## config.mk

```make
export PLATFORM = sky130hd
export DESIGN_NAME = ssid_stim_sequencer
export DESIGN_NICKNAME = d
export VERILOG_FILES = /design/src/rtl/ssid_stim_sequencer.sv
export SDC_FILE = /design/constraint.sdc
export NUM_CORES = 1
export LEC_CHECK = 0
export ABC_CLOCK_PERIOD_IN_PS = 6700
export CAP_MARGIN = 20
export CORE_MARGIN = 4
export CORE_UTILIZATION = 55
export CTS_CLUSTER_SIZE = 24
export DETAILED_ROUTE_END_ITERATION = 12
export GPL_ROUTABILITY_DRIVEN = 0
export PLACE_DENSITY = 0.73
export SYNTH_ARGS = -nofsm -noshare
export SYNTH_HDL_FRONTEND = slang
export SYNTH_SLANG_ARGS = --single-unit
```

## constraint.sdc

```tcl
create_clock -name clk -period 6.7 [get_ports clk]
set_clock_uncertainty 0.15 [all_clocks]
set_input_delay 1.34 -clock clk [delete_from_list [all_inputs] [get_ports clk]]
set_output_delay 1.34 -clock clk [all_outputs]
set_load 0.05 [all_outputs]
```

## src/rtl/ssid_stim_sequencer.sv

```systemverilog
// Replays a loadable SSID table into the HNM write port and checks every returned
// SSID/hit pair against the table, keeping saturating run counters for debug readout.
module ssid_stim_sequencer #(
  parameter int SSIDBITS      = 16,
  parameter int DEPTH         = 32,
  parameter int ADDRBITS      = 5,
  parameter int GAPBITS       = 4,
  parameter int CNTBITS       = 16,
  parameter int DRAIN_TIMEOUT = 255
) (
  input  logic                clk,
  input  logic                reset,
  input  logic                load_en,
  input  logic [ADDRBITS-1:0] load_addr,
  input  logic [SSIDBITS-1:0] load_ssid,
  input  logic                load_expHit,
  input  logic                start,
  input  logic                abort,
  input  logic [ADDRBITS:0]   nEntries,
  input  logic [7:0]          nLoops,
  input  logic [GAPBITS-1:0]  gap,
  input  logic                writeReady,
  output logic                write,
  output logic [SSIDBITS-1:0] SSID_write,
  input  logic                newOutput,
  input  logic [SSIDBITS-1:0] SSID_passed,
  input  logic                hitExisted,
  output logic                busy,
  output logic                done,
  output logic [CNTBITS-1:0]  nSent,
  output logic [CNTBITS-1:0]  nReceived,
  output logic [CNTBITS-1:0]  nMismatch,
  output logic                orphan,
  output logic                timeout,
  output logic [2:0]          dbg_state
);

  localparam int DW = $clog2(DRAIN_TIMEOUT + 1);

  typedef enum logic [2:0] {
    ST_IDLE  = 3'd0,
    ST_ISSUE = 3'd1,
    ST_GAP   = 3'd2,
    ST_DRAIN = 3'd3,
    ST_DONE  = 3'd4
  } state_t;

  // Handshake: a write is accepted by HNM in any cycle where ISSUE sees writeReady=1;
  // the registered write strobe follows one cycle later, high for exactly that cycle.
  // HNM responses are valid whenever newOutput=1 and are never back-pressured.

  logic [SSIDBITS-1:0] tbl     [DEPTH];
  logic                exp_tbl [DEPTH];

  state_t              state_q,     state_d;
  logic                write_q,     write_d;
  logic [SSIDBITS-1:0] ssid_q,      ssid_d;
  logic [CNTBITS-1:0]  n_sent_q,    n_sent_d;
  logic [CNTBITS-1:0]  n_recv_q,    n_recv_d;
  logic [CNTBITS-1:0]  n_mis_q,     n_mis_d;
  logic                orphan_q,    orphan_d;
  logic                timeout_q,   timeout_d;
  logic [ADDRBITS-1:0] wr_ptr_q,    wr_ptr_d;
  logic [ADDRBITS-1:0] rd_ptr_q,    rd_ptr_d;
  logic [7:0]          wr_pass_q,   wr_pass_d;
  logic [7:0]          rd_pass_q,   rd_pass_d;
  logic [ADDRBITS-1:0] last_idx_q,  last_idx_d;
  logic [7:0]          n_loops_q,   n_loops_d;
  logic [GAPBITS-1:0]  gap_q,       gap_d;
  logic [GAPBITS-1:0]  gap_cnt_q,   gap_cnt_d;
  logic [DW-1:0]       drain_cnt_q, drain_cnt_d;

  logic                exp_hit;
  logic                last_write;

  function automatic logic [CNTBITS-1:0] sat_inc(input logic [CNTBITS-1:0] v);
    return (&v) ? v : v + 1'b1;
  endfunction

  function automatic logic [7:0] pass_inc(input logic [7:0] v);
    return (&v) ? v : v + 8'd1;
  endfunction

  always_ff @(posedge clk) begin
    if (load_en && (state_q == ST_IDLE)) begin
      tbl[load_addr]     <= load_ssid;
      exp_tbl[load_addr] <= load_expHit;
    end
  end

  // Pass index saturates so an endless run never falls back to first-pass hit expectations.
  assign exp_hit    = (rd_pass_q == 8'd0) ? exp_tbl[rd_ptr_q] : 1'b1;
  assign last_write = (n_loops_q != 8'd0) && (wr_ptr_q == last_idx_q) &&
                      (wr_pass_q == n_loops_q - 8'd1);

  always_comb begin
    state_d     = state_q;
    write_d     = 1'b0;
    ssid_d      = ssid_q;
    n_sent_d    = n_sent_q;
    n_recv_d    = n_recv_q;
    n_mis_d     = n_mis_q;
    orphan_d    = orphan_q;
    timeout_d   = timeout_q;
    wr_ptr_d    = wr_ptr_q;
    rd_ptr_d    = rd_ptr_q;
    wr_pass_d   = wr_pass_q;
    rd_pass_d   = rd_pass_q;
    last_idx_d  = last_idx_q;
    n_loops_d   = n_loops_q;
    gap_d       = gap_q;
    gap_cnt_d   = gap_cnt_q;
    drain_cnt_d = drain_cnt_q;

    case (state_q)
      ST_IDLE: begin
        if (start) begin
          state_d     = ST_ISSUE;
          n_sent_d    = '0;
          n_recv_d    = '0;
          n_mis_d     = '0;
          orphan_d    = 1'b0;
          timeout_d   = 1'b0;
          wr_ptr_d    = '0;
          rd_ptr_d    = '0;
          wr_pass_d   = '0;
          rd_pass_d   = '0;
          // nEntries of 0 truncates to DEPTH-1, i.e. it behaves as a full table.
          last_idx_d  = ADDRBITS'(nEntries - 1'b1);
          n_loops_d   = nLoops;
          gap_d       = gap;
          gap_cnt_d   = '0;
          drain_cnt_d = '0;
        end
      end
      ST_ISSUE: begin
        if (writeReady) begin
          write_d  = 1'b1;
          ssid_d   = tbl[wr_ptr_q];
          n_sent_d = sat_inc(n_sent_q);
          if (wr_ptr_q == last_idx_q) begin
            wr_ptr_d  = '0;
            wr_pass_d = pass_inc(wr_pass_q);
          end else begin
            wr_ptr_d = wr_ptr_q + 1'b1;
          end
          if (last_write) begin
            state_d     = ST_DRAIN;
            drain_cnt_d = '0;
          end else if (gap_q != '0) begin
            state_d   = ST_GAP;
            gap_cnt_d = gap_q;
          end
        end
      end
      ST_GAP: begin
        if (gap_cnt_q <= GAPBITS'(1)) begin
          state_d = ST_ISSUE;
        end else begin
          gap_cnt_d = gap_cnt_q - 1'b1;
        end
      end
      ST_DRAIN: begin
        if (n_recv_q == n_sent_q) begin
          state_d = ST_DONE;
        end else if (drain_cnt_q == DW'(DRAIN_TIMEOUT - 1)) begin
          timeout_d = 1'b1;
          state_d   = ST_DONE;
        end else begin
          drain_cnt_d = drain_cnt_q + 1'b1;
        end
      end
      ST_DONE: begin
        state_d = ST_IDLE;
      end
      default: begin
        state_d = ST_IDLE;
      end
    endcase

    // Outstanding count compares against pre-write nSent, so a same-cycle write never hides an orphan.
    if ((state_q != ST_IDLE) && newOutput) begin
      if (n_recv_q == n_sent_q) begin
        orphan_d = 1'b1;
      end else begin
        n_recv_d = sat_inc(n_recv_q);
        if ((SSID_passed != tbl[rd_ptr_q]) || (hitExisted != exp_hit)) begin
          n_mis_d = sat_inc(n_mis_q);
        end
        if (rd_ptr_q == last_idx_q) begin
          rd_ptr_d  = '0;
          rd_pass_d = pass_inc(rd_pass_q);
        end else begin
          rd_ptr_d = rd_ptr_q + 1'b1;
        end
      end
    end

    // Abort freezes every visible result as it stood, including over a same-cycle start.
    if (abort) begin
      state_d   = ST_IDLE;
      write_d   = 1'b0;
      ssid_d    = ssid_q;
      n_sent_d  = n_sent_q;
      n_recv_d  = n_recv_q;
      n_mis_d   = n_mis_q;
      orphan_d  = orphan_q;
      timeout_d = timeout_q;
    end
  end

  always_ff @(posedge clk or negedge reset) begin
    if (!reset) begin
      state_q     <= ST_IDLE;
      write_q     <= 1'b0;
      ssid_q      <= '0;
      n_sent_q    <= '0;
      n_recv_q    <= '0;
      n_mis_q     <= '0;
      orphan_q    <= 1'b0;
      timeout_q   <= 1'b0;
      wr_ptr_q    <= '0;
      rd_ptr_q    <= '0;
      wr_pass_q   <= '0;
      rd_pass_q   <= '0;
      last_idx_q  <= '0;
      n_loops_q   <= '0;
      gap_q       <= '0;
      gap_cnt_q   <= '0;
      drain_cnt_q <= '0;
    end else begin
      state_q     <= state_d;
      write_q     <= write_d;
      ssid_q      <= ssid_d;
      n_sent_q    <= n_sent_d;
      n_recv_q    <= n_recv_d;
      n_mis_q     <= n_mis_d;
      orphan_q    <= orphan_d;
      timeout_q   <= timeout_d;
      wr_ptr_q    <= wr_ptr_d;
      rd_ptr_q    <= rd_ptr_d;
      wr_pass_q   <= wr_pass_d;
      rd_pass_q   <= rd_pass_d;
      last_idx_q  <= last_idx_d;
      n_loops_q   <= n_loops_d;
      gap_q       <= gap_d;
      gap_cnt_q   <= gap_cnt_d;
      drain_cnt_q <= drain_cnt_d;
    end
  end

  assign write      = write_q;
  assign SSID_write = ssid_q;
  assign busy       = (state_q != ST_IDLE);
  assign done       = (state_q == ST_DONE);
  assign nSent      = n_sent_q;
  assign nReceived  = n_recv_q;
  assign nMismatch  = n_mis_q;
  assign orphan     = orphan_q;
  assign timeout    = timeout_q;
  assign dbg_state  = state_q;

endmodule

```

== After elaboration in Yosys (flattened, before gate mapping) ==
Memories as Yosys holds them, arrays and structs flattened. A register that Yosys moved wholly into a read port is not among the register bits.
Index checks and enable logic that the tools add are counted.

* Bits in read-only memories: 0
* Input port bits: 64
* Memories: 2
* Register bits after elaboration: 109
* Memory bits (writable): 544
* Word-level logic and storage cells: 162
* Output and inout port bits: 72
* Latch bits: 0

{| class="wikitable"
|+ Memories
! memory !! depth !! bits a word !! read ports !! clocked after memory_dff !! write ports !! line !! source
|-
| tbl || 32 || 16 || 2 || 1 || 1 || 52 || <nowiki>logic [SSIDBITS-1:0] tbl [DEPTH];</nowiki>
|-
| exp_tbl || 32 || 1 || 1 || 0 || 1 || 53 || <nowiki>logic exp_tbl [DEPTH];</nowiki>
|}

* Mux-type cells: 69
* Reduce and logical (&&, ||, !) cells: 31
* $add $sub $neg: 11
* Order comparisons: 1
* Div/mod/pow operators: 0
* Equality and inequality tests: 31
* Shift-type cells: 0
* $mul: 0
* Bitwise gates (word level): 1

{| class="wikitable"
|+ Operator list
! operator !! count
|-
| $mux 16 || 14
|-
| $mux 8 || 14
|-
| $add 16x1->16 const B || 3
|-
| $reduce_and 16->1 || 3
|-
| $mux 5 || 8
|-
| $pmux 16 s2 || 1
|-
| $add 8x1->8 const B || 3
|-
| $mux 3 || 8
|-
| $ne 2x2->1 const B || 12
|-
| $pmux 8 s3 || 1
|-
| $mux 4 || 5
|-
| $reduce_and 5->1 || 4
|-
| $eq 16x16->1 || 1
|-
| $ne 16x16->1 || 1
|-
| $ne 4x4->1 const B || 4
|-
| $pmux 8 s2 || 1
|-
| $reduce_and 8->1 || 2
|-
| $mux 1 || 13
|-
| $ne 3x3->1 const B || 4
|-
| $pmux 3 s4 || 1
|-
| $pmux 4 s3 || 1
|-
| $reduce_and 6->1 || 2
|-
| $add 5x1->5 const B || 2
|-
| $eq 5x5->1 || 2
|-
| other kinds (24) || 34
|}

== Depth between registers and ports, before layout ==
Gate-level depths: netlist of run 1.

* Depth in word-level cells: 7
* Depth in mapped cells: 16
* Depth with buffers taken out: 11

== Least setup slack after synthesis of run 1 ==
OpenSTA, ideal clock, no wires.

* Path type: register to register
* Start point: register rd_ptr_q[0]
* End point: register n_mis_q[9], in the netlist nMismatch[9]
* Buffers on the path: 2
* Library setup time: 0.126 ns
* Clock period less this slack: 3.676 ns
* Required time: 6.424 ns
* Setup slack: 3.024 ns
* Stages on the path, launching flop included: 12
* Arrival: 3.400 ns
* Cell sequence: dfrtp_1 > buf_4 > mux4_2 > mux4_2 > and2_1 > or4_1 > a222oi_1 > and4b_1 > o2111ai_1 > and2_1 > buf_2 > a221o_1

* Word-level cells in the longest chain between the ends: 7
* Elaborated cells between the ends (all ways): 11
* Classes of those cells: 3 x eq/ne; 4 x mux; 2 x reduce/logical; 2 x memory

{| class="wikitable"
|+ Ends and longest elaborated chain
! what !! line !! source
|-
| from (decl) || 64 || <nowiki>logic [ADDRBITS-1:0] rd_ptr_q, rd_ptr_d;</nowiki>
|-
| from (signal assigned) || 241 || <nowiki>rd_ptr_q <= rd_ptr_d;</nowiki>
|-
| parallel branches: the longest is 3 deep, another holds $mem_v2 32x16 || - ||
|-
| $logic_or 1x1->1 * || 187 || <nowiki>if ((SSID_passed != tbl[rd_ptr_q]) || (hitExisted != exp_hit)) begin</nowiki>
|-
| $mux 16 || 187 ||
|-
| $mux 16 || 183 || <nowiki>if (n_recv_q == n_sent_q) begin</nowiki>
|-
| $mux 16 || 182 || <nowiki>if ((state_q != ST_IDLE) && newOutput) begin</nowiki>
|-
| to (signal assigned) || 237 || <nowiki>n_mis_q <= n_mis_d;</nowiki>
|-
| to (decl) || 60 || <nowiki>logic [CNTBITS-1:0] n_mis_q, n_mis_d;</nowiki>
|}

Every way passes the cells marked *.
A chain may end at the register's enable or synchronous reset.

== Final worst setup path of run 1 ==
* Start point: register rd_ptr_q[1]
* End point: register n_mis_q[11], in the netlist nMismatch[11]

Same word-level chain as after synthesis.

==> results.json, run 1 <==
{
  "utilization": 0.643,
  "htreeDepth": 3,
  "start_util": 0.557,
  "critPathMaxFanout": 53,
  "rows": 88,
  "fin_crit_ns": 5.32,
  "wl_mm": 92.8,
  "firstDrtPassIters": 9,
  "ys.flop_type": "edfxtp_1",
  "drc": 0,
  "final_layout_size_suffix_gt1_frac": 0.225,
  "cts.hold.buffers_added": 0,
  "fin_tns_setup_ns": 0,
  "dieArea_mm2": 0.0626,
  "ys_ff_latch": 669,
  "ir_drop_mv": 0.303,
  "syn_inst": 2063,
  "drtAntennaViolNets": 0,
  "cts_resized": 0,
  "cts_root_buf": "clkbuf_16",
  "syn_area_per_cell_um2": 15.6,
  "synth_nets": 2142,
  "p_leak_nw": 12.2,
  "ys_types": 71,
  "powerDensity_mw_per_mm2": 321,
  "async_reset_ff_frac": 0.187,
  "worst_slack_ns": 1.38,
  "grt_usage": 0.294,
  "clock_sinks": 669,
  "dp_slack_ns": 1.50,
  "slowest_delay_ns": 1.05,
  "fillers": 4023,
  "routed_via_density": 6.95,
  "fin_crit_sh": 0.794,
  "via_count": 21100,
  "cts_tree": "yes",
  "grt_pass1_vias": 21000,
  "multi_input_area_mm2": 0.0122,
  "seq_area_mm2": 0.0195,
  "clockBufferDepth": 3,
  "synth_edf_count": 544,
  "worst-path-buf-inv": 1,
  "drt-wirelength-per-cell_um": 30.6,
  "post-place-cells": 2890,
  "cp.arrival_ns": 5.65,
  "nets": 2285,
  "die_w_um": 250,
  "syn_to_final_growth_pct": 15.4,
  "syn-cell-area_mm2": 0.0323,
  "grt_remaining_overflow": 0,
  "worst_pin_slew_ns": 1.16,
  "clock.fmax_mhz": 188,
  "finalHoldViolations": 0,
  "grt_pass1_wl_mm": 137,
  "holdCritPathClass": "reg -> reg",
  "status": "complete, no violations",
  "yosysWarnings": 0,
  "io_pins": 136,
  "grt_max_degree": 89,
  "clk_pin_slew_worst_paths_ns": 0.06,
  "antenna_found_initial": 4,
  "worstSkewPairLatency_ns": 0.62,
  "post_cts_buffers": 0,
  "crit_chain": "clkinv_1 -> mux2i_1 -> a22oi_1 -> nand4_1 -> a2111oi_0 -> and4b_1 -> o2111ai_2 -> and2_1 -> a221o_1",
  "setup_violations": 0,
  "critical_path_required_ns": 7.03,
  "drt_iter0_drc": 3055,
  "yosysSeqAreaShare": 0.603,
  "path_delay_family": "compound AO/OA/AOI/OAI gates",
  "max_slew_margin": 0.226,
  "fp.dieH_um": 250,
  "core_area_mm2": 0.0579,
  "cp-end-kind": "flop",
  "slew_viol_final": 0,
  "portBuffers": 134,
  "crit_type": "reg -> reg",
  "numCtsBuffers": 71,
  "rsz0062_at_grt": "no",
  "start_kind": "flop",
  "crit_slowest_cell": "dfrtp_4",
  "dp_hpwl_mm": 57.6,
  "final_cells": 3032,
  "drv_cap": 0
}
## Yosys cell counts (5+ instances only)
cell,instances,area (um^2)
edfxtp_1,544,16300
mux4_2,262,5900
nand2_1,149,559
dfrtp_1,125,3130
nor2_1,110,413
mux2i_1,103,1030
o21ai_0,86,430
clkbuf_1,78,293
nand3_1,52,260
xor2_1,42,368
a21oi_1,41,205
xnor2_1,33,289
buf_2,30,150
nand4_1,25,156
nor3_1,24,120
inv_1,21,78.8
and3_1,18,113
o22ai_1,18,113
buf_1,17,63.8
nor4_1,17,106
o31ai_1,16,120
ha_1,15,188
a22oi_1,14,105
nand2b_1,14,87.6
or3_1,14,87.6
a31oi_1,13,81.3
and2_1,13,81.3
o221ai_1,13,114
nor2b_1,12,75.1
mux2_2,11,124
o211ai_1,10,75.1
buf_4,9,67.6
a221o_1,8,80.1
or2_2,8,50.1
a211oi_1,7,52.6
nor3b_1,7,52.6
nand3b_1,6,45.0
a221oi_1,5,43.8
nand4b_1,5,43.8
or4_1,5,37.5
## worst register-to-register path: stages (launching register included)
cell       delay (ns)
dfrtp_4          1.05
clkinv_1         0.97
mux2i_1          0.28
a22oi_1          0.40
nand4_1          0.30
a2111oi_0        0.41
and4b_1          0.36
o2111ai_2        0.47
and2_1           0.48
a221o_1          0.33
## path summary, 6_finish.rpt
kind                       cells past startpoint        endpoint            from  slack [ns]
setup reg to reg                               9   nMismatch[11]     rd_ptr_q[1]        1.38
max in group asynchronous                      2     wr_ptr_q[0]           reset        4.55
hold reg to reg                                2  SSID_write[13]  SSID_write[13]        0.34
min in group asynchronous                      1        nSent[5]           reset        0.66
setup / recovery                               9   nMismatch[11]     rd_ptr_q[1]        1.38
hold / removal                                 2  SSID_write[13]  SSID_write[13]        0.34
## layer usage
metal | global-route usage | share of wire
met1 | 0.407 | 0.37
met2 | 0.465 | 0.48
met3 | 0.0683 | 0.11
met4 | 0.105 | 0.040
met5 | 0 | 0.00014
## per-stage QoR
step | power, W | instance area (um^2) | hold slack, ns
2_1_floorplan | 0.00702 | 32300 | 0.291
3_3_place_gp | 0.00784 | 34700 | 0.311
3_5_place_dp | 0.00790 | 34700 | 0.330
4_1_cts | 0.0120 | 37100 | 0.343
5_1_grt | 0.0124 | 37200 | 0.357
6_report | 0.0120 | 37200 | 0.336
## sequential cells by signal (all words and copies together) (netlist names)
register / cells
tbl: 512
exp_tbl: 32
SSID_write: 16
nMismatch: 16
nReceived: 16
nSent: 16
drain_cnt_q: 8
n_loops_q: 8
rd_pass_q: 8
wr_pass_q: 8
last_idx_q: 5
rd_ptr_q: 5
wr_ptr_q: 5
gap_cnt_q: 4
gap_q: 4
dbg_state: 3
orphan: 1
timeout: 1
write: 1
## layout by cell type (no fill, tap or decap), types with 56 or more instances in the layout
cell | synthesis | layout
edfxtp_1 | 544 | 544
clkbuf_16 | 0 | 76
mux4_2 | 262 | 262
nand2_1 | 149 | 149
nor2_1 | 110 | 78
buf_4 | 9 | 56
clkdlybuf4s50_1 | 0 | 133
mux2i_1 | 103 | 103
o21ai_0 | 86 | 86
dfrtp_1 | 125 | 117
## cell type report
| type | count | area share |
|---|---|---|
| clock inverter | 40 | 0.0118 |
| clock buffer | 92 | 0.0535 |
| timing repair buffer | 204 | 0.0546 |
| multi-input combinational | 1237 | 0.329 |
| inverter | 23 | 0.00232 |
| antenna | 2 | 0.000134 |
| sequential | 669 | 0.523 |
| tap | 765 | 0.0257 |
## power breakdown
| group | internal (W) | leakage (nW) | total (W) | switching [W] |
|---|---|---|---|---|
| Sequential | 0.00469 | 6.57 | 0.00501 | 0.000323 |
| Combinational | 0.00129 | 4.41 | 0.00284 | 0.00155 |
| Clock | 0.00245 | 1.20 | 0.00410 | 0.00165 |
| Total | 0.00843 | 12.2 | 0.0120 | 0.00352 |
## cells by family (layout without fill, tap and decap cells)
| family | count (synthesis) | in the layout | synth area share |
|---|---|---|---|
| compound gates | 274 | 274 | 0.0557 |
| xor+xnor | 75 | 75 | 0.0204 |
| fa+ha+maj | 15 | 15 | 0.00582 |
| buf+inv | 157 | 359 | 0.0205 |
| flops | 669 | 669 | 0.603 |
| mux | 376 | 376 | 0.219 |
| other cells | 0 | 2 | 0 |
| simple gates | 497 | 497 | 0.0760 |
Note: power is estimated with default switching activity, not from simulation.
==> inputs of run 2 (changes only) <==
Settings changed: ABC_CLOCK_PERIOD_IN_PS 6700 to 5300.
Clock period 6.7 ns to 5.3 ns, I/O delays scaled along.
==> run 2 against run 1 <==
  * Sequential share of layout area fell by 0.17 points
  * Sequential power rose by 25%
  * Wire length rose by 1.5%
  * Highest routed layer is now met4
  * Power rose by 24%
  * Flip-flop and latch count did not move
  * Register-to-register slack got worse by 0.72 ns
==> results.json, run 2 (synthesized netlist as in run 1, its figures left out) <==
{
  "status": "complete, no violations",
  "final_layout_size_suffix_gt1_frac": 0.230,
  "nets": 2307,
  "largest_register_ffs": 512,
  "min_to": "SSID_write[14]",
  "rsz0062_at_grt": "no",
  "holdCritPathClass": "reg -> reg",
  "grt_usage": 0.298,
  "fin_crit_ns": 4.64,
  "whs_path_depth": 2,
  "drc": 0,
  "combPwrFrac": 0.249,
  "drt-wirelength-per-cell_um": 30.9,
  "post-place-cells": 2914,
  "dp_hpwl_mm": 59.6,
  "syn_to_final_growth_pct": 15.8,
  "cts_resized": 0,
  "cts_root_buf": "clkbuf_16",
  "fp.dieH_um": 250,
  "clock.fmax_mhz": 216,
  "hp-start": "SSID_write[14]",
  "slew_viol_final": 0,
  "r2r_start": "rd_ptr_q[2]",
  "final_cells": 3053,
  "post_cts_buffers": 0,
  "r2r_cells": 11,
  "finalHoldViolations": 0,
  "crit_type": "reg -> reg",
  "routed_via_density": 6.94,
  "critical_path_required_ns": 5.68,
  "timing.rr.end": "nMismatch[6]",
  "core_area_mm2": 0.0579,
  "grt_pass1_wl_mm": 138,
  "cp.arrival_ns": 5.02,
  "critPathMaxFanout": 40,
  "via_count": 21200,
  "worst_pin_slew_ns": 1.14,
  "final_cell_mix": "544 x edfxtp_1, 262 x mux4_2, 149 x nand2_1",
  "ir_drop_mv": 0.364,
  "p_leak_nw": 12.2,
  "dieArea_mm2": 0.0626,
  "swShare": 0.298,
  "cp-end-kind": "flop",
  "clock_sinks": 669,
  "reg_top3": "tbl x512, exp_tbl x32",
  "powerDensity_mw_per_mm2": 397,
  "firstDrtPassIters": 6,
  "start_util": 0.557,
  "final_common_cell": "edfxtp_1",
  "whs_ns": 0.335,
  "r2r_slack_ns": 0.66,
  "start_kind": "flop",
  "fin_crit_sh": 0.875,
  "worstSkewPairLatency_ns": 0.62,
  "p_seq_frac": 0.422,
  "rows": 88,
  "drtAntennaViolNets": 0,
  "top_register": "tbl",
  "intPower_w": 0.0104,
  "p_clk_frac": 0.330,
  "die_w_um": 250,
  "io_pins": 136,
  "clk_pin_slew_worst_paths_ns": 0.06,
  "cts.hold.buffers_added": 0,
  "grt_remaining_overflow": 0,
  "p_sw_w": 0.00441,
  "fin_tns_setup_ns": 0,
  "max_slew_margin": 0.236,
  "drt_iter0_drc": 2906,
  "antenna_found_initial": 2,
  "clockBufferDepth": 3,
  "wl_mm": 94.3,
  "cts_tree": "yes",
  "grt_pass1_vias": 21000,
  "htreeDepth": 3,
  "setup_violations": 0,
  "drv_cap": 0,
  "grt_max_degree": 90,
  "portBuffers": 134,
  "numCtsBuffers": 71
}
## run 2: cell count changes in the layout (fill, tap and decap cells not counted), sizes merged
cell | before | now
clkinv | 28 | 35
clkbuf | 93 | 84
bufinv | 9 | 7
buf | 70 | 93
diode | 2 | 3
clkinvlp | 0 | 1
## run 2: layer usage
| layer | track usage | up-vias | share of wire |
|---|---|---|---|
| met5 | 0 | - | 0 |
| met1 | 0.404 | 10900 | 0.37 |
| li1 | - | 8691 | - |
| met3 | 0.0712 | 247 | 0.11 |
| met4 | 0.120 | 0 | 0.045 |
| met2 | 0.473 | 1359 | 0.48 |
## run 2: how the worst max path moves through the flow
stage	startpoint	end	depth (start not counted)
detailed placement	rd_ptr_q[0]	nMismatch[6]	11
finish	rd_ptr_q[2]	nMismatch[6]	11
global route	rd_ptr_q[0]	nMismatch[6]	11
floorplan	rd_ptr_q[0]	nMismatch[9]	11
global placement	rd_ptr_q[0]	nMismatch[6]	11
CTS	rd_ptr_q[0]	nMismatch[6]	11
## run 2: through the flow
step | cell area [um^2] | setup WS [ns] | utilization | total power [W]
finish | 37400 | 0.662 | 0.645 | 0.0148
global route | 37400 | 0.466 | 0.645 | 0.0154
CTS | 37200 | 0.679 | 0.642 | 0.0148
detailed placement | 34900 | 0.715 | 0.603 | 0.00998
global placement | 34900 | 0.777 | 0.603 | 0.00991
floorplan | 32300 | 1.62 | - | 0.00888
## run 2: final cells by class
cell class | count | area [um^2]
Multi-Input combinational cell | 1237 | 12200
Sequential cell | 669 | 19500
Clock buffer | 84 | 1830
Fill cell | 4046 | 20600
Antenna cell | 3 | 7.51
Clock inverter | 46 | 444
Timing Repair Buffer | 226 | 2320
Inverter | 23 | 86.3
Tap cell | 765 | 957
## run 2: power by group through the flow
| stage | Clock (W) | Combinational, W | Sequential [W] |
|---|---|---|---|
| after floorplan | 0 | 0.00241 | 0.00647 |
| after global placement | 0 | 0.00352 | 0.00639 |
| after detailed placement | 0 | 0.00358 | 0.00640 |
| after CTS | 0.00494 | 0.00361 | 0.00630 |
| after global routing | 0.00519 | 0.00392 | 0.00628 |
| final | 0.00489 | 0.00368 | 0.00625 |
## run 2: critical path: stages (launching register included)
cell and delay [ns]:
dfrtp_4 0.77, buf_12 0.33, nand2b_1 0.45, o221ai_1 0.47, o22ai_1 0.16, a32oi_1 0.26, xnor2_1 0.24, and4b_1 0.33
o2111ai_2 0.20, buf_4 0.33, or4b_2 0.62, a2bb2oi_1 0.17
